File: src/rtl/tage_update_if.sv
// Update-side bundle of the TAGE predictor: the resolved-branch request, the indexed
// table state, and the write strobes and data returned to the tables.
interface tage_update_if #(
   parameter int CL = 3,
   parameter int TW = 8
);
   logic          upd_valid;
   logic          upd_ready;
   logic          upd_taken;
   logic          upd_pred;
   logic [TW-1:0] upd_tag;
   logic [3:0]    tag_eq;
   logic [3:0]    u_bit;
   logic [CL-1:0] Bimodal_C_bit;
   logic [CL-1:0] C_bit_Bank1;
   logic [CL-1:0] C_bit_Bank2;
   logic [CL-1:0] C_bit_Bank3;
   logic [CL-1:0] C_bit_Bank4;
   logic [4:0]    prov_we;
   logic [CL-1:0] prov_ctr;
   logic          prov_u_we;
   logic          prov_u;
   logic [3:0]    alloc_we;
   logic [CL-1:0] alloc_ctr;
   logic [TW-1:0] alloc_tag;
   logic [3:0]    age_we;
   logic [15:0]   mispredict_cnt;

   modport master (
      output upd_valid, upd_taken, upd_pred, upd_tag, tag_eq, u_bit,
             Bimodal_C_bit, C_bit_Bank1, C_bit_Bank2, C_bit_Bank3, C_bit_Bank4,
      input  upd_ready, prov_we, prov_ctr, prov_u_we, prov_u, alloc_we,
             alloc_ctr, alloc_tag, age_we, mispredict_cnt
   );

   modport slave (
      input  upd_valid, upd_taken, upd_pred, upd_tag, tag_eq, u_bit,
             Bimodal_C_bit, C_bit_Bank1, C_bit_Bank2, C_bit_Bank3, C_bit_Bank4,
      output upd_ready, prov_we, prov_ctr, prov_u_we, prov_u, alloc_we,
             alloc_ctr, alloc_tag, age_we, mispredict_cnt
   );
endinterface

File: src/rtl/tage_update.sv
// TAGE update engine: captures one resolved branch, picks provider/alternate, and
// emits a single WRITE cycle of counter, useful-bit, allocation and aging strobes.
module tage_update #(
   parameter int CL = 3,
   parameter int TW = 8
) (
   input  logic         CLK,
   input  logic         reset,
   tage_update_if.slave u
);

   typedef enum logic [1:0] {IDLE, CALC, WRITE} state_t;

   localparam logic [CL-1:0] CTR_MAX   = {CL{1'b1}};
   localparam logic [CL-1:0] ALLOC_TKN = CL'(1) << (CL-1);
   localparam logic [CL-1:0] ALLOC_NTK = ALLOC_TKN - CL'(1);

   function automatic logic [CL-1:0] sat_update(input logic [CL-1:0] c, input logic up);
      if (up) return (c == CTR_MAX) ? c : c + CL'(1);
      else    return (c == '0)      ? c : c - CL'(1);
   endfunction

   function automatic logic [15:0] sat_inc16(input logic [15:0] c);
      return (c == 16'hFFFF) ? c : c + 16'd1;
   endfunction

   function automatic logic [3:0] lowest_set(input logic [3:0] v);
      return v & (~v + 4'd1);
   endfunction

   state_t state, state_nxt;

   // Stage 0: inputs captured at the accepting edge
   logic          taken_p0, pred_p0;
   logic [TW-1:0] tag_p0;
   logic [3:0]    tag_eq_p0, u_bit_p0;
   logic [CL-1:0] ctr_p0 [5];

   always_ff @(posedge CLK) begin
      if (state == IDLE && u.upd_valid) begin
         taken_p0  <= u.upd_taken;
         pred_p0   <= u.upd_pred;
         tag_p0    <= u.upd_tag;
         tag_eq_p0 <= u.tag_eq;
         u_bit_p0  <= u.u_bit;
         ctr_p0[0] <= u.Bimodal_C_bit;
         ctr_p0[1] <= u.C_bit_Bank1;
         ctr_p0[2] <= u.C_bit_Bank2;
         ctr_p0[3] <= u.C_bit_Bank3;
         ctr_p0[4] <= u.C_bit_Bank4;
      end
   end

   // Stage 1: provider / alternate selection and allocation decision (CALC)
   logic [2:0]    prov_idx;
   logic [CL-1:0] prov_c;
   logic          alt_pred, prov_msb, mispred;
   logic [3:0]    above, free, alloc_oh, age_mask;

   always_comb begin
      prov_idx = '0;
      for (int k = 1; k <= 4; k++)
         if (tag_eq_p0[k-1]) prov_idx = 3'(k);
      alt_pred = ctr_p0[0][CL-1];
      for (int k = 1; k < 4; k++)
         if (tag_eq_p0[k-1] && (3'(k) < prov_idx)) alt_pred = ctr_p0[k][CL-1];
      case (prov_idx)
         3'd1:    prov_c = ctr_p0[1];
         3'd2:    prov_c = ctr_p0[2];
         3'd3:    prov_c = ctr_p0[3];
         3'd4:    prov_c = ctr_p0[4];
         default: prov_c = ctr_p0[0];
      endcase
      prov_msb = prov_c[CL-1];
      mispred  = (pred_p0 != taken_p0);
      above    = '0;
      for (int k = 1; k <= 4; k++)
         above[k-1] = (3'(k) > prov_idx);
      free     = above & ~u_bit_p0;
      alloc_oh = mispred ? lowest_set(free) : 4'b0000;
      // Nothing free above the provider: age those banks instead of allocating
      age_mask = (mispred && free == 4'b0000) ? above : 4'b0000;
   end

   logic [4:0]    prov_we_p1;
   logic          prov_u_we_p1, prov_u_p1;
   logic [3:0]    alloc_we_p1, age_we_p1;
   logic [CL-1:0] prov_ctr_p1, alloc_ctr_p1;
   logic [TW-1:0] alloc_tag_p1;
   logic [15:0]   mispredict_cnt_r;

   always_ff @(posedge CLK) begin
      if (!reset) begin
         prov_we_p1       <= '0;
         prov_u_we_p1     <= 1'b0;
         prov_u_p1        <= 1'b0;
         alloc_we_p1      <= '0;
         age_we_p1        <= '0;
         prov_ctr_p1      <= '0;
         alloc_ctr_p1     <= '0;
         alloc_tag_p1     <= '0;
         mispredict_cnt_r <= '0;
      end else if (state == CALC) begin
         prov_we_p1   <= 5'b00001 << prov_idx;
         prov_u_we_p1 <= (prov_idx != 3'd0) && (prov_msb != alt_pred);
         prov_u_p1    <= (prov_msb == taken_p0);
         prov_ctr_p1  <= sat_update(prov_c, taken_p0);
         alloc_we_p1  <= alloc_oh;
         age_we_p1    <= age_mask;
         if (alloc_oh != 4'b0000) begin
            alloc_ctr_p1 <= taken_p0 ? ALLOC_TKN : ALLOC_NTK;
            alloc_tag_p1 <= tag_p0;
         end
         if (mispred) mispredict_cnt_r <= sat_inc16(mispredict_cnt_r);
      end
   end

   always_ff @(posedge CLK) begin
      if (!reset) state <= IDLE;
      else        state <= state_nxt;
   end

   // Stage 2: strobes exposed only while in WRITE
   always_comb begin
      state_nxt   = state;
      u.upd_ready = 1'b0;
      u.prov_we   = '0;
      u.prov_u_we = 1'b0;
      u.alloc_we  = '0;
      u.age_we    = '0;
      case (state)
         IDLE: begin
            u.upd_ready = 1'b1;
            if (u.upd_valid) state_nxt = CALC;
         end
         CALC: state_nxt = WRITE;
         WRITE: begin
            u.prov_we   = prov_we_p1;
            u.prov_u_we = prov_u_we_p1;
            u.alloc_we  = alloc_we_p1;
            u.age_we    = age_we_p1;
            state_nxt   = IDLE;
         end
         default: state_nxt = IDLE;
      endcase
   end

   assign u.prov_ctr       = prov_ctr_p1;
   assign u.prov_u         = prov_u_p1;
   assign u.alloc_ctr      = alloc_ctr_p1;
   assign u.alloc_tag      = alloc_tag_p1;
   assign u.mispredict_cnt = mispredict_cnt_r;

endmodule
File: src/flat_wrapper.sv
// flat-port wrapper written by rule: the top's interface ports become plain ports
module tage_update_flat 
#(
   parameter int CL = 3,
   parameter int TW = 8
)
  (CLK, reset, u_upd_valid, u_upd_taken, u_upd_pred, u_upd_tag, u_tag_eq, u_u_bit, u_Bimodal_C_bit, u_C_bit_Bank1, u_C_bit_Bank2, u_C_bit_Bank3, u_C_bit_Bank4, u_upd_ready, u_prov_we, u_prov_ctr, u_prov_u_we, u_prov_u, u_alloc_we, u_alloc_ctr, u_alloc_tag, u_age_we, u_mispredict_cnt);
  tage_update_if #(.CL(CL), .TW(TW)) u_i ();
  input  logic CLK;
  input  logic reset;
  input wire logic [$bits(u_i.upd_valid)-1:0] u_upd_valid;
  input wire logic [$bits(u_i.upd_taken)-1:0] u_upd_taken;
  input wire logic [$bits(u_i.upd_pred)-1:0] u_upd_pred;
  input wire logic [$bits(u_i.upd_tag)-1:0] u_upd_tag;
  input wire logic [$bits(u_i.tag_eq)-1:0] u_tag_eq;
  input wire logic [$bits(u_i.u_bit)-1:0] u_u_bit;
  input wire logic [$bits(u_i.Bimodal_C_bit)-1:0] u_Bimodal_C_bit;
  input wire logic [$bits(u_i.C_bit_Bank1)-1:0] u_C_bit_Bank1;
  input wire logic [$bits(u_i.C_bit_Bank2)-1:0] u_C_bit_Bank2;
  input wire logic [$bits(u_i.C_bit_Bank3)-1:0] u_C_bit_Bank3;
  input wire logic [$bits(u_i.C_bit_Bank4)-1:0] u_C_bit_Bank4;
  output wire logic [$bits(u_i.upd_ready)-1:0] u_upd_ready;
  output wire logic [$bits(u_i.prov_we)-1:0] u_prov_we;
  output wire logic [$bits(u_i.prov_ctr)-1:0] u_prov_ctr;
  output wire logic [$bits(u_i.prov_u_we)-1:0] u_prov_u_we;
  output wire logic [$bits(u_i.prov_u)-1:0] u_prov_u;
  output wire logic [$bits(u_i.alloc_we)-1:0] u_alloc_we;
  output wire logic [$bits(u_i.alloc_ctr)-1:0] u_alloc_ctr;
  output wire logic [$bits(u_i.alloc_tag)-1:0] u_alloc_tag;
  output wire logic [$bits(u_i.age_we)-1:0] u_age_we;
  output wire logic [$bits(u_i.mispredict_cnt)-1:0] u_mispredict_cnt;
  assign u_i.upd_valid = u_upd_valid;
  assign u_i.upd_taken = u_upd_taken;
  assign u_i.upd_pred = u_upd_pred;
  assign u_i.upd_tag = u_upd_tag;
  assign u_i.tag_eq = u_tag_eq;
  assign u_i.u_bit = u_u_bit;
  assign u_i.Bimodal_C_bit = u_Bimodal_C_bit;
  assign u_i.C_bit_Bank1 = u_C_bit_Bank1;
  assign u_i.C_bit_Bank2 = u_C_bit_Bank2;
  assign u_i.C_bit_Bank3 = u_C_bit_Bank3;
  assign u_i.C_bit_Bank4 = u_C_bit_Bank4;
  assign u_upd_ready = u_i.upd_ready;
  assign u_prov_we = u_i.prov_we;
  assign u_prov_ctr = u_i.prov_ctr;
  assign u_prov_u_we = u_i.prov_u_we;
  assign u_prov_u = u_i.prov_u;
  assign u_alloc_we = u_i.alloc_we;
  assign u_alloc_ctr = u_i.alloc_ctr;
  assign u_alloc_tag = u_i.alloc_tag;
  assign u_age_we = u_i.age_we;
  assign u_mispredict_cnt = u_i.mispredict_cnt;
  tage_update #(.CL(CL), .TW(TW)) u_core (.CLK(CLK), .reset(reset), .u(u_i));
endmodule
File: config.mk
export PLATFORM = sky130hd
export DESIGN_NAME = tage_update_flat
export DESIGN_NICKNAME = d
export VERILOG_FILES = /design/src/rtl/tage_update_if.sv /design/src/rtl/tage_update.sv /design/src/flat_wrapper.sv
export SDC_FILE = /design/constraint.sdc
export NUM_CORES = 1
export LEC_CHECK = 0
export CORE_MARGIN = 8
export CORE_UTILIZATION = 50
export DETAILED_ROUTE_END_ITERATION = 8
export GPL_TIMING_DRIVEN = 0
export MAX_ROUTING_LAYER = met4
export PLACE_DENSITY_LB_ADDON = 0.05
export SLEW_MARGIN = 20
export SYNTH_ARGS = -nofsm -noshare
export SYNTH_HDL_FRONTEND = slang
export SYNTH_SLANG_ARGS = --single-unit
File: constraint.sdc
create_clock -name CLK -period 2.6 [get_ports CLK]
set_clock_uncertainty 0.15 [all_clocks]
set_input_delay 0.26 -clock CLK [delete_from_list [all_inputs] [get_ports CLK]]
set_output_delay 0.26 -clock CLK [all_outputs]
set_load 0.005 [all_outputs]
# [Yosys cells after proc, flatten, opt, wreduce, memory -nomap -nowiden]
# Memories as Yosys holds them, arrays and structs flattened.
# Index checks and enable logic that the tools add are counted.
[totals] register_bits=65 latchBits=0 ramBits=15 mem_bits_ro=0 input_bits=36 elab_cells=81 memories=1
[op_classes] addsub=4 multipliers=0 div_mod_pow=0 order_cmp=7 n_eq_ne=12 n_shift=1 muxes=23 n_bitwise=5 reduce_logical=13
[mem_list] memory="u_core.ctr_p0" depth=5 width=3 read_ports=5 rd_clocked_by_memory_dff=0 write_ports=5 line_no="tage_update.sv:37" text="logic [CL-1:0] ctr_p0 [5];"
[ops] operator="$add A16 B1 Y16 const B" count=1
[ops] operator="$eq A16 B16 Y1 const B" count=1
[ops] operator="$mux W4" count=4
[ops] operator="$mux W3" count=5
[ops] operator="$pmux W3 S4" count=1
[ops] operator="$and A4 B4 Y4" count=2
[ops] operator="$mux W1" count=8
[ops] operator="$not A4 Y4" count=2
[ops] operator="$eq A3 B2 Y1 const B" count=2
[ops] operator="$eq A3 B3 Y1 const B" count=2
[ops] operator="$gt A2 B3 Y1 const A" count=2
[ops] operator="$logic_and A1 B1 Y1" count=6
[ops] operator="$lt A2 B3 Y1 const A" count=2
[ops] operator="$mux W2" count=3
[ops] operator="$mux W5" count=1
[ops] operator="$shl A1 B3 Y5 const A" count=1
[ops] operator="$add A4 B1 Y4 const B" count=1
[ops] operator="$logic_not A4 Y1" count=1
[ops] operator="$pmux W2 S2" count=1
[ops] operator="$reduce_bool A4 Y1" count=1
[ops] operator="$add A3 B1 Y3 const B" count=1
[ops] operator="$eq A3 B1 Y1 const B" count=1
[ops] operator="$gt A1 B3 Y1 const A" count=1
[ops] operator="$gt A3 B3 Y1 const A" count=1
[ops] operator="other kinds (13)" count=14

# [Logic depth before layout (Yosys ltp)]
[logic_depth] word_depth=12 depth_mapped=12 mapped_depth_nobuf=10

# [Least setup slack after synthesis]
# Ideal clock, no wire load.
[synth_timing] path_kind="reg2reg" from="register u_core.tag_eq_p0[2]" to="register u_core.prov_ctr_p1[0] (netlist: u_core.u.prov_ctr[0])" setup_time_ns=0.131 t_arrival_ns=1.994 path_slack_ns=0.324 path_stages_with_launch=10 synth_period_minus_slack_ns=2.276 path_cell_list="edfxtp_1 -> or2_4 -> a2bb2oi_1 -> a31oi_1 -> inv_1 -> ha_1 -> ha_1 -> a32oi_1 -> xnor2_1 -> a21oi_1"
[synth_via] elab_chain_cells=7
[synth_rtl] item="start, declared" line_no="tage_update.sv:36" text="logic [3:0] tag_eq_p0, u_bit_p0;"
[synth_rtl] item="start signal, assigned" line_no="tage_update.sv:44" text="tag_eq_p0 <= u.tag_eq;"
[synth_rtl] item="$mux W2 (*)" line_no="tage_update.sv:63" text="if (tag_eq_p0[k-1]) prov_idx = 3'(k);"
[synth_rtl] item="$mux W3 (*)" line_no="tage_update.sv:63"
[synth_rtl] item="$eq A3 B3 Y1 (tied with other cells)" line_no="tage_update.sv:67" text="case (prov_idx)"
[synth_rtl] item="$pmux W3 S4 (*)" line_no="tage_update.sv:67"
[synth_rtl] item="$sub A3 B1 Y3 (tied with other cells)" line_no="tage_update.sv:20" text="else return (c == '0) ? c : c - CL'(1);"
[synth_rtl] item="$mux W3 (on tied branches)" line_no="tage_update.sv:20, tage_update.sv:19"
[synth_rtl] item="$mux W3 (*)" line_no="tage_update.sv:19" text="if (up) return (c == CTR_MAX) ? c : c + CL'(1);"
[synth_rtl] item="end signal, assigned" line_no="tage_update.sv:107" text="prov_ctr_p1 <= sat_update(prov_c, taken_p0);"
[synth_rtl] item="end, declared" line_no="tage_update.sv:88" text="logic [CL-1:0] prov_ctr_p1, alloc_ctr_p1;"
# Every way passes the cells marked *; elsewhere a longest branch is shown, timed or not.
# A chain may end at the register's enable or synchronous reset.

# [Worst setup path in the final report]
[layout_timing] from="register u_core.tag_eq_p0[2]" to="register u_core.prov_ctr_p1[1] (netlist: u_core.u.prov_ctr[1])"
# Same word-level chain as after synthesis.

==> impl_metrics.tcl <==
set metrics [dict create \
    status "finished clean" \
    synth-async-reset-ratio_pct 0 \
    maxCapViolations 0 \
    ys_types 54 \
    min_from "u_core.age_we_p1[2]" \
    vias_per_cell 5.22 \
    synth_edf_count 33 \
    fmax_mhz 400 \
    min_period_ns 2.50 \
    grt_max_degree 20 \
    drt_first_pass_iters 4 \
    final_max_slew_viol_count 0 \
    yosysMostFrequentCell "dfxtp_1" \
    dp_hpwl_um 5760 \
    drtIter0Drc 114 \
    die_area_sq_mm 0.00995 \
    cts_tree "yes" \
    min_period_over_period_pct 96.2 \
    crit_fanout 7 \
    cp.required_ns 2.69 \
    hold_slack_ns 0.301 \
    port_buffers 81 \
    row_count 30 \
    cpMaxStageDelayCell "edfxtp_1" \
    stdcell_count 522 \
    cts_max_path_buffers 2 \
    dr_total_vias 2725 \
    avgSynthCellArea_sq_um 10.7 \
    synthToLayoutAreaGrowth_pct 33.7 \
    clk_latency_ns 0.34 \
    clock_sinks 79 \
    worstSetupPathType "register to register" \
    fp.dieW_um 99.8 \
    slowest_delay_ns 0.52 \
    rr_startpoint "u_core.tag_eq_p0[2]" \
    min_path_type "register to register" \
    grt_overflow 0 \
    grt_pass1_vias 2606 \
    wire_per_inst_um 14.9 \
    netlist_instances 327 \
    crit_chain "or2_4, a2bb2oi_1, a31oi_2, inv_1, ha_1, ha_1, o21ai_1, a211oi_1, a311oi_1" \
    pwr_density_cell_mw_per_mm2 537 \
    path_buf_inv 1 \
    dieHeight_um 99.8 \
    synth_area_sq_mm 0.00351 \
    relSlewSlack_pct 62.8 \
    leakage_nw 1.68 \
    place_inst 505 \
    final_nets 462 \
    critPathTopFamily "compound AO/OA/AOI/OAI gates" \
    synthFlopType "dfxtp_1" \
    ios 82 \
    clk_transition_reported_paths_ns 0.08 \
    worstMarginPinSlew_ns 0.554 \
    synth_top_cells_by_area "edfxtp_1 28%, dfxtp_1 26%, and2_1 6.2%" \
    start_util_pct 51.6 \
    syn-num-nets 368 \
    synth_top_area_share_pct 28.2 \
    htreeDepth 3 \
    drcViolationCount 0 \
    finalSetupViolCount 0 \
    drtAntennaViolNets 0 \
    cts-buffers-inserted 9 \
    startpoint_type "register" \
    grt.total_usage_pct 15.9 \
    worstPathArrival_ns 2.59 \
    routed_wl_um 7780 \
    gp_congestion 0.890 \
    drive_above_1_share_pct 7.98 \
    antenna-diode-count 0 \
    crit_path_end_kind "register" \
    core_area_sq_mm 0.00679 \
    antenna_found_initial 0 \
    grt_pass1_wl_um 12300 \
    synth.yosys.seq_area_share_pct 54.5 \
    ctsRootBufferMaster "clkbuf_8" \
    cp-startpoint "u_core.tag_eq_p0[2]" \
    crit_path_frequent_cell "ha_1" \
    synth_common_cells "46 x dfxtp_1, 35 x and2_1, 33 x edfxtp_1" \
    synth_seq_cells 79 \
    yosys.area.top_type "edfxtp_1" \
    final_hold_viol_count 0 \
    peakVddDrop_mv 0.342 \
    synth_warnings 0 \
]
[registers in the layout, summed over array words and instances (netlist names), 5 cells and up]
name and cells:
u_core.prov_we_p1 5, u_core.u.mispredict_cnt 16, u_core.ctr_p0 15, u_core.u.alloc_tag 8, u_core.tag_p0 8
[cell families after synthesis]
kind of cell	synth area share, %
and+or+nand+nor	21.9
buffers and inverters	3.60
xor gates and xnor gates	4.49
DFF	54.5
muxes	3.14
AOI/OAI and AO/OA	10.6
adders and majority gates	1.78
[what timing repair did]
item / CTS / global route
resized for setup: 0 / 10
hold buffers: 0 / 0
setup buffers: 0 / 1
setup endpoints to repair: 0 / 3
[routing by layer]
layer  track usage [%]  wire, um
met3              4.19       402
met2              25.7      3800
met5                 -         0
met4              6.75       135
met1              18.2      3440
[final timing paths]
kind | endpoint | cells after the start | slack (ns)
worst max-delay path | u_core.u.prov_ctr[1] | 9 | 0.1
worst min-delay path | u_core.age_we_p1[2] | 2 | 0.30
worst max register to register | u_core.u.prov_ctr[1] | 9 | 0.1
worst min register to register | u_core.age_we_p1[2] | 2 | 0.30
[cells in the final DEF, fill, tap and decap left out, types with 3 or more instances in the layout]
master,n
nor2b_1,18
nand4_1,4
o211ai_1,5
dfxtp_1,46
nand2b_1,4
nand3_1,12
a21oi_1,4
edfxtp_1,33
xnor2_1,12
nor4_1,5
a31oi_1,3
mux2i_1,11
buf_4,5
o21ai_0,9
and3_1,3
nor3_1,4
nor2_1,8
inv_1,12
o2bb2ai_1,3
and2_1,34
clkbuf_1,11
ha_1,5
xor2_1,6
clkbuf_8,9
a21boi_0,6
clkdlybuf4s50_1,81
nand2_1,23
[per-stage QoR]
step | util (%) | power [mW] | worst slack [ns] | setup TNS (ns) | cell area [sq um]
floorplan | - | 1.53 | 0.324 | 0 | 3510
global placement | 65.3 | 1.64 | 0.0772 | 0 | 4440
detailed placement | 65.8 | 1.66 | 0.0592 | 0 | 4470
CTS | 68.5 | 2.53 | 0.0390 | 0 | 4660
global route | 69.0 | 2.61 | -0.0181 | -0.0181 | 4690
finish | 69.0 | 2.52 | 0.0991 | 0 | 4690
[area by class of cell]
cell class | instances | area, sq um
clock buffer | 9 | 124
tap | 96 | 120
sequential | 79 | 1910
fill | 563 | 2100
clock inverter | 7 | 63.8
timing repair buffer | 83 | 846
buffer | 18 | 88.8
inverter | 12 | 45.0
multi-input combinational | 218 | 1490
[worst reg2reg max path: cells and delay by family, from the launching register on]
| family | cells | cell delay (ns) |
|---|---|---|
| adders and majority gates | 2 | 0.45 |
| and+or+nand+nor | 1 | 0.30 |
| buffers and inverters | 1 | 0.08 |
| AOI/OAI and AO/OA | 5 | 0.89 |
| DFF | 1 | 0.52 |
[report_power, final]
| part | internal [mW] | switching [mW] |
|---|---|---|
| Clock | 0.435 | 0.445 |
| Combinational | 0.139 | 0.130 |
| Sequential | 1.35 | 0.0226 |
| Total | 1.92 | 0.597 |
(Power assumes the default switching activity.)
==> RTL edit 1: new RTL, same settings <==
`CL` is set to 3 in 3 places; all go to 6.
--- a/src/rtl/tage_update_if.sv
+++ b/src/rtl/tage_update_if.sv
@@ -1,7 +1,7 @@
 // Update-side bundle of the TAGE predictor: the resolved-branch request, the indexed
 // table state, and the write strobes and data returned to the tables.
 interface tage_update_if #(
-   parameter int CL = 3,
+   parameter int CL = 6,
    parameter int TW = 8
 );
    logic          upd_valid;
--- a/src/rtl/tage_update.sv
+++ b/src/rtl/tage_update.sv
@@ -1,7 +1,7 @@
 // TAGE update engine: captures one resolved branch, picks provider/alternate, and
 // emits a single WRITE cycle of counter, useful-bit, allocation and aging strobes.
 module tage_update #(
-   parameter int CL = 3,
+   parameter int CL = 6,
    parameter int TW = 8
 ) (
    input  logic         CLK,
--- a/src/flat_wrapper.sv
+++ b/src/flat_wrapper.sv
@@ -1,7 +1,7 @@
 // flat-port wrapper written by rule: the top's interface ports become plain ports
 module tage_update_flat 
 #(
-   parameter int CL = 3,
+   parameter int CL = 6,
    parameter int TW = 8
 )
   (CLK, reset, u_upd_valid, u_upd_taken, u_upd_pred, u_upd_tag, u_tag_eq, u_u_bit, u_Bimodal_C_bit, u_C_bit_Bank1, u_C_bit_Bank2, u_C_bit_Bank3, u_C_bit_Bank4, u_upd_ready, u_prov_we, u_prov_ctr, u_prov_u_we, u_prov_u, u_alloc_we, u_alloc_ctr, u_alloc_tag, u_age_we, u_mispredict_cnt);
Interface: changed (7 resized); port bits go from 82 to 103. The function was not compared with the original's and may differ.
==> RTL edit 1 against the original RTL <==
- die area grew 21%
- sequential power grew 25%
- design area up 27%
- synthesized area grew 25%
- final cell count is 22% higher
- sequential share of layout area decreased by 0.22 points
- largest power group unchanged
- routed wire length rose by 33%
- the run now ends with negative setup slack left
- highest routed layer unchanged
- setup slack lost 0.22 ns
- combinational power is 80% higher
- clock power increased by 2%
- count of clock-buffer cells in the layout up 1
- total power grew 23%
- sequential cell count rose by 18
- critical endpoint unchanged
==> RTL edit 1: results (changes against the original RTL) <==
stage;metric;value;unit;change
final_layout;layout cells sized above 1;15.1;%;+7.1 points
placement;hpwl dp;7.78;mm;+35%
sta;Setup TNS;-0.479;ns;-0.479 ns
global_routing;largest net degree at the start of global routing;28;;+40%
placement;post-place setup slack;-0.426;ns;-0.486 ns
final_layout;number of flip-flops in the largest register;30;;+14
sta;worst hold margin;0.295;ns;-0.00617 ns
placement;Post-DP Area;5610;sq um;+25%
setup_path;crit-path max cell delay;0.43;ns;-0.09 ns
sta;final setup fails;6;;+6
power_and_ir_drop;Net Sw Frac;25.9;%;+2.2 points
yosys;top area cells in the synthesized netlist;edfxtp_1 (33%), dfxtp_1 (22%), and2_1 (4.3%), xnor2_1 (3.0%), mux2i_1 (3.0%);;
run_status;failing checks;negative setup slack;;
power_and_ir_drop;combinational power;0.000485;W;+80%
drt;routed len/inst;16.3;microns;+9.2%
placement;IO buf count;102;;+26%
setup_path;Arr. time, crit path;2.88;ns;+0.29 ns
power_and_ir_drop;Pleak;2.14;nW;+28%
power_and_ir_drop;worst vdd ir;0.313;mV;-8.7%
setup_path;cell depth of the worst flop-to-flop path;12;;+3
sta;final setup margin;-0.125;ns;-0.224 ns
drt;Initial DRC Count;144;;+26%
sta;Slew headroom;50.2;%;-13 points
global_routing;vias in the first global route;3401;;+31%
drt;first-pass iteration count of the detailed router;5;;+1
drt;DR vias/cell;5.38;;+3.0%
min_path;hold path depth;1;;-1
run_status;status;finished, violations left;;
yosys;sequential-to-total area share from yosys stat;55.0;%;+0.55 points
RTL edit 1: kinds of logic after synthesis:
family	synth area share, %
xor gates and xnor gates	3.58
muxes	2.96
adders and majority gates	1.14
AOI/OAI and AO/OA	13.7
DFF	55.0
buffers and inverters	4.09
and+or+nand+nor	19.4
RTL edit 1: routing by layer:
metal	GRT usage, %	vias up	part of all wire, %
li1	-	1677	-
met1	22.8	1643	45
met2	29.2	93	49
met3	3.11	11	4.6
met4	6.17	0	0.96
met5	-	-	0
RTL edit 1: worst max path at each step:
stage / start / to / slack (ns) / cells past startpoint
finish: u_core.tag_eq_p0[2] / u_core.u.prov_ctr[1] / -0.13 / 12
global placement: u_upd_valid / u_core.ctr_p0[4][5] / -0.42 / 2
floorplan: u_core.tag_eq_p0[2] / u_core.u.prov_ctr[0] / 0.04 / 12
CTS: u_core.tag_eq_p0[2] / u_core.u.prov_ctr[0] / -0.19 / 12
detailed placement: u_core.tag_eq_p0[2] / u_core.u.prov_ctr[1] / -0.43 / 11
global route: u_core.tag_eq_p0[2] / u_core.u.prov_ctr[0] / -0.29 / 12
RTL edit 1: what timing repair did:
action,in CTS,in global routing
endpoints found under the setup margin,6,17
setup buffers,16,1
resized for setup,13,6
hold endpoints to repair,0,0
pin swaps,12,4
RTL edit 1: layout make-up:
| type | count | area [sq um] | area share, % |
|---|---|---|---|
| tap | 108 | 135 | 2.26 |
| clock buffer | 10 | 128 | 2.14 |
| inverter | 12 | 45.0 | 0.754 |
| buffer | 22 | 146 | 2.45 |
| sequential | 97 | 2420 | 40.5 |
| multi-input combinational | 261 | 1860 | 31.1 |
| timing repair buffer | 121 | 1200 | 20.0 |
| clock inverter | 6 | 47.5 | 0.796 |
==> RTL edit 2: new RTL, same settings <==
Made on the original files. Re-encode `state_t` (3 states) as one-hot, 3 bits wide.
--- a/src/rtl/tage_update.sv
+++ b/src/rtl/tage_update.sv
@@ -9,7 +9,7 @@
    tage_update_if.slave u
 );
 
-   typedef enum logic [1:0] {IDLE, CALC, WRITE} state_t;
+   typedef enum logic [2:0] {IDLE = 3'b001, CALC = 3'b010, WRITE = 3'b100} state_t;
 
    localparam logic [CL-1:0] CTR_MAX   = {CL{1'b1}};
    localparam logic [CL-1:0] ALLOC_TKN = CL'(1) << (CL-1);
Check against the original RTL: same outputs for any inputs over 10 cycles, from zero or initial values and one cycle with reset low; not proved beyond that.
==> RTL edit 2 against the original RTL <==
- synthesized area up 1.6%
- die area up 1.3%
- sequential cell count up 1
- fmax down 2.5%
- total power up 9.3%
- design area up 4.0%
- hold slack better by 0.0083 ns
- setup slack worse by 0.063 ns
- routed wire length up 12%
- sequential share of layout area down 1.1 points
- critical path type unchanged
==> RTL edit 2: results (changes against the original RTL) <==
stage;metric;value;unit;change
placement;hpwl dp;6.32;mm;+9.7%
drt;Initial DRC Count;179;;+57%
yosys;Synth Area in Compound Gates;13.9;%;+3.3 points
placement;placed cell count;520;;+3.0%
yosys;sequential-to-total area share from yosys stat;54.2;%;-0.28 points
placement;post-place setup slack;-0.120;ns;-0.180 ns
min_path;hold wc startpoint;u_core.prov_we_p1[2];;
clocking;htree depth;3;;unchanged
yosys;top area cells in the synthesized netlist;edfxtp_1 (28%), dfxtp_1 (26%), xnor2_1 (3.4%), nor2_1 (3.3%), nand3_1 (3.2%);;
global_routing;largest net degree at the start of global routing;34;;+70%
setup_path;crit-path max cell delay;0.45;ns;-0.07 ns
setup_path;slowest CP cell;edfxtp_1;;
yosys;main combinational cell family by area after synthesis;simple AND/OR/NAND/NOR gates;;
yosys;Mapped Nets;384;;+4.3%
yosys;Commonest cells post-synth;dfxtp_1 (47), edfxtp_1 (33), nor2_1 (31), nand3_1 (23);;
drt;via count;2939;;+7.9%
setup_path;R2R setup slack;0.04;ns;-0.06 ns
global_routing;vias in the first global route;2826;;+8.4%
setup_path;Reg-to-Reg End;u_core.u.prov_ctr[0];;
min_path;WHS Endpoint;u_core.prov_we_p1[2];;
final_layout;Final nets;486;;+5.2%
clocking;Root Buffer;clkbuf_8;;
final_layout;diode count;0;;unchanged
global_routing;first-pass GRT wire length;13.8;mm;+13%
sta;Worst Tran Pin Value;0.760;ns;+0.206 ns
setup_path;crit-path max FO;10;;+3
power_and_ir_drop;Pleak;1.68;nW;+0.22%
drt;drt total wl;8.69;mm;+12%
yosys;post-synthesis mux area share;0.843;%;-2.3 points
setup_path;cell depth of the worst flop-to-flop path;12;;+3
yosys;xor-xnor portion of the synthesized cell area;3.69;%;-0.81 points
global_routing;All-Layer GR Usage;17.6;%;+1.7 points
yosys;syn_area_per_cell;10.4;sq um;-3.2%
setup_path;R2R Path Start;u_core.tag_eq_p0[3];;
placement;GPL Wtd Cong;0.851;;-4.4%
drt;first-pass iteration count of the detailed router;5;;+1
yosys;count of cell types in the netlist;58;;+7.4%
placement;IO buf count;81;;unchanged
drt;routed len/inst;15.9;microns;+6.9%
yosys;Synth Area in Adders;1.76;%;-0.028 points
sta;worst hold margin;0.309;ns;+0.00827 ns
run_status;status;completed;;
min_path;hold path depth;2;;unchanged
setup_path;Arr. time, crit path;2.65;ns;+0.06 ns
final_layout;layout cells sized above 1;14.9;%;+6.9 points
power_and_ir_drop;worst vdd ir;0.353;mV;+3.0%
RTL edit 2: cell types whose count changed after synthesis, moves of 5 or more:
cell	before	now
mux2i_1	11	3
o21ai_0	11	16
and2_1	35	15
nor2_1	8	31
a21boi_0	6	0
xor2_1	6	1
nand3_1	12	23
a21oi_1	4	22
nor2b_1	18	4
RTL edit 2: routing by layer:
metal	vias up	GRT usage [%]	routed length, microns
li1	1444	-	-
met1	1395	21.9	3890
met2	90	27.1	4180
met3	10	4.29	554
met4	0	6.40	72
met5	-	-	0
RTL edit 2: kinds of logic after synthesis:
family	after synthesis
xor gates and xnor gates	15
AOI/OAI and AO/OA	73
DFF	80
adders and majority gates	5
muxes	3
buffers and inverters	29
and+or+nand+nor	138
RTL edit 2: repair_timing:
item | CTS | global route
resized for setup | 3 | 17
setup buffers | 2 | 8
hold buffers | 0 | 0
setup endpoints to repair | 3 | 13
pin swaps | 2 | 9
RTL edit 2: how the worst max path moves through the flow:
stage / startpoint / to / slack, ns / cells past startpoint
finish: u_core.tag_eq_p0[3] / u_core.u.prov_ctr[0] / 0.04 / 12
global route: u_core.tag_eq_p0[2] / u_core.u.prov_ctr[1] / -0.06 / 8
CTS: u_core.tag_eq_p0[3] / u_core.u.prov_ctr[1] / 0.01 / 9
detailed placement: u_core.tag_eq_p0[3] / u_core.u.prov_ctr[1] / -0.12 / 9
global placement: u_core.tag_eq_p0[3] / u_core.u.prov_ctr[1] / -0.03 / 9
floorplan: u_core.tag_eq_p0[2] / u_core.u.prov_ctr[1] / 0.19 / 9
RTL edit 2: area by class of cell:
cell class,count,area (sq um)
plain buffers,19,97.6
clock buffers,9,124
clock inverters,7,120
fillers,543,1950
inverters,10,37.5
multi-input cells,234,1560
flip-flops and latches,80,1930
well taps,96,120
repair buffers,91,886
RTL edit 2: report_power, final:
part           leakage, nW  internal, W  switching [W]
clock network        0.119     0.000639       0.000459
registers            0.693      0.00136      0.0000237
logic                0.869     0.000132       0.000140
RTL edit 2: critical path: cells and delay by family (launching register included):
kind	cells	cell delay, ns
compound gates	4	0.68
xor+xnor	1	0.16
fa+ha+maj	2	0.32
buf+inv	5	0.71
flops	1	0.45
RTL edit 2: metrics by stage:
step | area, sq um | power (W)
floorplan | 3560 | 0.00153
global route | 4880 | 0.00286
finish | 4880 | 0.00275
CTS | 4770 | 0.00273
detailed placement | 4500 | 0.00164
global placement | 4490 | 0.00163
